**src/rtl/noc_merge_sel.sv**
```systemverilog
// Consumer-side merge for a 2-input arbiter: takes a 1-bit grant, handshakes the granted
// requester, and forwards its packet on one 4-phase bundled-data output channel.
module noc_merge_sel #(
   parameter int WIDTH       = 33,
   parameter int SYNC_STAGES = 0,
   parameter int CNT_W       = 16
) (
   input  logic             clk,
   input  logic             rst_n,
   input  logic             sel_req,
   input  logic             sel_data,
   output logic             sel_ack,
   input  logic             in0_req,
   input  logic [WIDTH-1:0] in0_data,
   output logic             in0_ack,
   input  logic             in1_req,
   input  logic [WIDTH-1:0] in1_data,
   output logic             in1_ack,
   output logic             out_req,
   output logic [WIDTH-1:0] out_data,
   input  logic             out_ack,
   output logic [CNT_W-1:0] pkt_cnt
);

   typedef enum logic [2:0] {
      S_IDLE,
      S_SEL_RTZ,
      S_IN_WAIT,
      S_IN_RTZ,
      S_OUT_ACK,
      S_OUT_RTZ
   } state_t;

   logic [3:0] hs_raw;
   logic [3:0] hs_smp;
   logic       sel_req_s;
   logic       in0_req_s;
   logic       in1_req_s;
   logic       out_ack_s;

   assign hs_raw = {out_ack, in1_req, in0_req, sel_req};

   // Handshake inputs only; data is bundled and stable while its req is seen high.
   generate
      if (SYNC_STAGES == 0) begin : g_nosync
         assign hs_smp = hs_raw;
      end else begin : g_sync
         logic [3:0] sync_q [SYNC_STAGES];
         always_ff @(posedge clk or negedge rst_n) begin
            if (!rst_n) begin
               for (int i = 0; i < SYNC_STAGES; i++) sync_q[i] <= 4'b0000;
            end else begin
               sync_q[0] <= hs_raw;
               for (int i = 1; i < SYNC_STAGES; i++) sync_q[i] <= sync_q[i-1];
            end
         end
         assign hs_smp = sync_q[SYNC_STAGES-1];
      end
   endgenerate

   assign sel_req_s = hs_smp[0];
   assign in0_req_s = hs_smp[1];
   assign in1_req_s = hs_smp[2];
   assign out_ack_s = hs_smp[3];

   state_t           state_q, state_d;
   logic             sel_q, sel_d;
   logic             sel_ack_q, sel_ack_d;
   logic             in0_ack_q, in0_ack_d;
   logic             in1_ack_q, in1_ack_d;
   logic             out_req_q, out_req_d;
   logic [WIDTH-1:0] out_data_q, out_data_d;
   logic [CNT_W-1:0] cnt_q, cnt_d;
   logic             req_g;
   logic [WIDTH-1:0] data_g;

   assign req_g  = sel_q ? in1_req_s : in0_req_s;
   assign data_g = sel_q ? in1_data  : in0_data;

   always_comb begin
      state_d    = state_q;
      sel_d      = sel_q;
      sel_ack_d  = sel_ack_q;
      in0_ack_d  = in0_ack_q;
      in1_ack_d  = in1_ack_q;
      out_req_d  = out_req_q;
      out_data_d = out_data_q;
      cnt_d      = cnt_q;
      case (state_q)
         S_IDLE: begin
            if (sel_req_s) begin
               sel_d     = sel_data;
               sel_ack_d = 1'b1;
               state_d   = S_SEL_RTZ;
            end
         end
         S_SEL_RTZ: begin
            if (!sel_req_s) begin
               sel_ack_d = 1'b0;
               state_d   = S_IN_WAIT;
            end
         end
         S_IN_WAIT: begin
            if (req_g) begin
               out_data_d = data_g;
               if (sel_q) in1_ack_d = 1'b1;
               else       in0_ack_d = 1'b1;
               state_d = S_IN_RTZ;
            end
         end
         S_IN_RTZ: begin
            // A stale out_ack from the consumer must not start a new output cycle.
            if (!req_g && !out_ack_s) begin
               in0_ack_d = 1'b0;
               in1_ack_d = 1'b0;
               out_req_d = 1'b1;
               state_d   = S_OUT_ACK;
            end
         end
         S_OUT_ACK: begin
            if (out_ack_s) begin
               out_req_d = 1'b0;
               state_d   = S_OUT_RTZ;
            end
         end
         S_OUT_RTZ: begin
            if (!out_ack_s) begin
               cnt_d   = cnt_q + CNT_W'(1);
               state_d = S_IDLE;
            end
         end
         default: state_d = S_IDLE;
      endcase
   end

   always_ff @(posedge clk or negedge rst_n) begin
      if (!rst_n) begin
         state_q    <= S_IDLE;
         sel_q      <= 1'b0;
         sel_ack_q  <= 1'b0;
         in0_ack_q  <= 1'b0;
         in1_ack_q  <= 1'b0;
         out_req_q  <= 1'b0;
         out_data_q <= '0;
         cnt_q      <= '0;
      end else begin
         state_q    <= state_d;
         sel_q      <= sel_d;
         sel_ack_q  <= sel_ack_d;
         in0_ack_q  <= in0_ack_d;
         in1_ack_q  <= in1_ack_d;
         out_req_q  <= out_req_d;
         out_data_q <= out_data_d;
         cnt_q      <= cnt_d;
      end
   end

   assign sel_ack  = sel_ack_q;
   assign in0_ack  = in0_ack_q;
   assign in1_ack  = in1_ack_q;
   assign out_req  = out_req_q;
   assign out_data = out_data_q;
   assign pkt_cnt  = cnt_q;

endmodule
```
**config.mk**
```make
export PLATFORM = sky130hd
export DESIGN_NAME = noc_merge_sel
export DESIGN_NICKNAME = d
export VERILOG_FILES = /design/src/rtl/noc_merge_sel.sv
export SDC_FILE = /design/constraint.sdc
export NUM_CORES = 1
export LEC_CHECK = 0
export BUFFER_PORTS_ARGS = -buffer_cell sky130_fd_sc_hd__buf_4
export CORE_MARGIN = 1
export CORE_UTILIZATION = 40
export CTS_CLUSTER_SIZE = 20
export DETAILED_ROUTE_END_ITERATION = 12
export GPL_ROUTABILITY_DRIVEN = 0
export GPL_TIMING_DRIVEN = 0
export PLACE_DENSITY = 0.76
export SLEW_MARGIN = 20
export SYNTH_ARGS = -nofsm -noshare
export SYNTH_HDL_FRONTEND = slang
export SYNTH_SLANG_ARGS = --single-unit
export TNS_END_PERCENT = 20
```
**constraint.sdc**
```tcl
create_clock -name clk -period 1.8 [get_ports clk]
set_input_delay 0.27 -clock clk [delete_from_list [all_inputs] [get_ports clk]]
set_output_delay 0.27 -clock clk [all_outputs]
set_load 0.01 [all_outputs]
```
==> impl_metrics.ini <==
[route]
drtAntennaViolNets = 0
viasPerCell = 4.88
wl_per_cell_um = 13.4
vias = 2276
dr.pass1.iters = 4
drc = 0
drt_iter0_drc = 36
wl_um = 6250

[floorplan]
core-area_sq_mm = 0.00635
ioPinCount = 126
die_area_sq_mm = 0.00689
fp.dieW_um = 83.0
start_util_pct = 41.4
die-height_um = 83.0
rows = 29

[power]
combPwrFrac_pct = 43.0
p_leak_nw = 1.98
seqPwrFrac_pct = 38.0
p_total_mw = 5.20
powerDensity_mw_per_mm2 = 1350
clkPwrFrac_pct = 19.0
switching_power_mw = 1.86
switching_share_pct = 35.8
intPower_mw = 3.33
max-vdd-ir-drop_mv = 0.789

[global_route]
antenna_found_initial = 0
grt_pass1_wl_um = 10500
grt_overflow = 0
grt_usage_pct = 18.9
grt_max_degree = 58
first_global_vias = 2250

[sta]
setup_viol = 0
rsz0062_at_grt = no
post-route-period-util_pct = 93.7
finClkSkew_ps = 8.92
fin_crit_ps = 1690
hold_viol = 7
tns_ps = 0
hold_ws_ps = -13.4
worstMarginPinSlew_ps = 709
slew_headroom_pct = 52.7
slew_violations = 0
fmax_mhz = 593

[job]
maxCapViolCount = 0

[finish]
drive_above_1_share_pct = 40.1
final_cell_mix = buf_4 (127), dfrtp_1 (57), nand2_1 (49)
diodes = 0
design_area_sq_mm = 0.00385
fin_nets = 458
area_growth_pct = 46.5
final_common_cell = buf_4

[critical_path]
crit_top_cell = nand2_1
cp_max_fo = 10
worstPathArrival_ps = 1920
critPathLaunch = sel_q
worstSetupPathType = reg -> reg
crit-reg2reg-launch = sel_q
path_cells = buf_4 > mux2_2 > nand2_1 > clkbuf_4 > buf_2 > nand2_1 > o21ai_0
cpPeakStageDelay_ps = 380
start_kind = register
crit_slowest_cell = mux2_2
critPathRequiredTime_ps = 2030
end_kind = register

[yosys]
muxShareOfSynthArea_pct = 13.0
synth_xor_area_share_pct = 5.00
synthTopCellsByArea = dfrtp_1 (54%), mux2i_1 (13%), o21ai_0 (7.1%)
synth-simple-area-share_pct = 14.5
yosysTopAreaCellShare_pct = 54.3
avgSynthCellArea_sq_um = 10.6
synth_top_family_by_area = simple AND/OR/NAND/NOR gates
synth_cells = 248
ys_seq_elements = 57
yosys_warnings = 0
synth.distinct_cells = 33
synthAdderAreaFrac_pct = 0.476
synth_largest_area_cell = dfrtp_1
synth_compound_area_share_pct = 9.39
syn_area_sq_mm = 0.00263
synthesis.nets = 322
ys_seq_area_share_pct = 54.3

[clock_tree]
clk_latency_ps = 320
cts_buffers = 9
clkTransAtPathRegs_ps = 70
hold_buffers = 0
root_buffer = clkbuf_8
cts.sinks = 57
clock_path_buffers = 2
cts_htree_levels = 3
cts_tree = built

[place]
hpwl_um = 4700
placed_area_sq_mm = 0.00366
io_buffers = 125

[run_status]
status = finished with violations
violations = hold timing

[min_path]
worstHoldPathType = in -> async
## synth_stat cells
cell,count
buf_1,2
buf_6,1
and3_1,1
a32o_1,2
or3b_2,1
nor4_1,2
dfrtp_1,57
o22ai_1,1
nand3_1,5
nor3b_1,2
nor4bb_1,1
buf_2,7
inv_1,2
nand4bb_1,1
ha_1,1
xor2_1,6
o31ai_1,2
nor4b_1,1
nor3_1,1
nand4_1,3
o21ai_0,37
or3_1,1
clkbuf_1,5
mux2_2,1
nand2b_1,1
nand3b_1,2
nor3_4,2
buf_4,1
a21oi_1,4
nand2_1,49
nor2_1,4
xnor2_1,9
mux2i_1,33
## stage by stage
step,setup slack [ps],instances,util [%]
final,114,466,60.6
after detailed placement,-3.77,450,57.7
after CTS,9.81,466,60.3
after global placement,24.8,450,57.7
after floorplan,212,248,-
after global routing,1.16,466,60.6
## timing repair
| item | in CTS | in global routing |
|---|---|---|
| buffers inserted | 0 | 0 |
| gates resized for setup | 1 | 9 |
| endpoints found under the setup margin | 18 | 35 |
## flip-flops by register name (all words and copies together), names as in the netlist
register	count
sel_ack	1
in0_ack	1
out_data	33
state_q	3
out_req	1
sel_q	1
in1_ack	1
pkt_cnt	16
## area by class of cell
type                    instances  area, sq um
clock buffers                  10          128
plain buffers                  16         93.8
clock inverters                 6         35.0
well taps                      77         96.3
inverters                       2         7.51
flip-flops and latches         57         1430
repair buffers                125          938
fillers                       556         2500
multi-input cells             173         1120
## path summary, 6_finish.rpt
check / endpoint / slack, ps / cells past startpoint
setup / recovery: out_data[12] / 110 / 7
hold / removal: pkt_cnt[5] / -10 / 1
setup reg to reg: out_data[12] / 110 / 7
hold reg to reg: pkt_cnt[15] / 470 / 1
max in group asynchronous: state_q[2] / 1320 / 1
min in group clk: sel_q / 160 / 3
## kinds of logic (layout without fill, tap and decap cells)
logic type | count (synthesis) | in the layout
DFF | 57 | 57
and+or+nand+nor | 77 | 77
AOI/OAI and AO/OA | 46 | 46
muxes | 34 | 34
buffers and inverters | 18 | 159
adders and majority gates | 1 | 1
xor gates and xnor gates | 15 | 15
## power by group through the flow
stage,clock (mW),sequential [mW],combinational (mW)
floorplan,0,2.15,1.04
global placement,0,1.97,2.18
detailed placement,0,2.00,2.24
CTS,1.01,1.98,2.25
global route,1.09,2.02,2.49
finish,0.989,1.97,2.24
## critical path: cells and delay by family, from the launching register on
kind	cells	cell delay [ps]
simple gates	2	190
mux	1	380
compound gates	1	80
buf+inv	3	630
flops	1	320
## metal layers
metal	track usage (%)	part of all wire, %
met5	0	0
met4	6.27	1.7
met3	5.67	5.7
met2	31.1	49
met1	23.9	43
No activity file was read; power rests on OpenSTA's default activity.
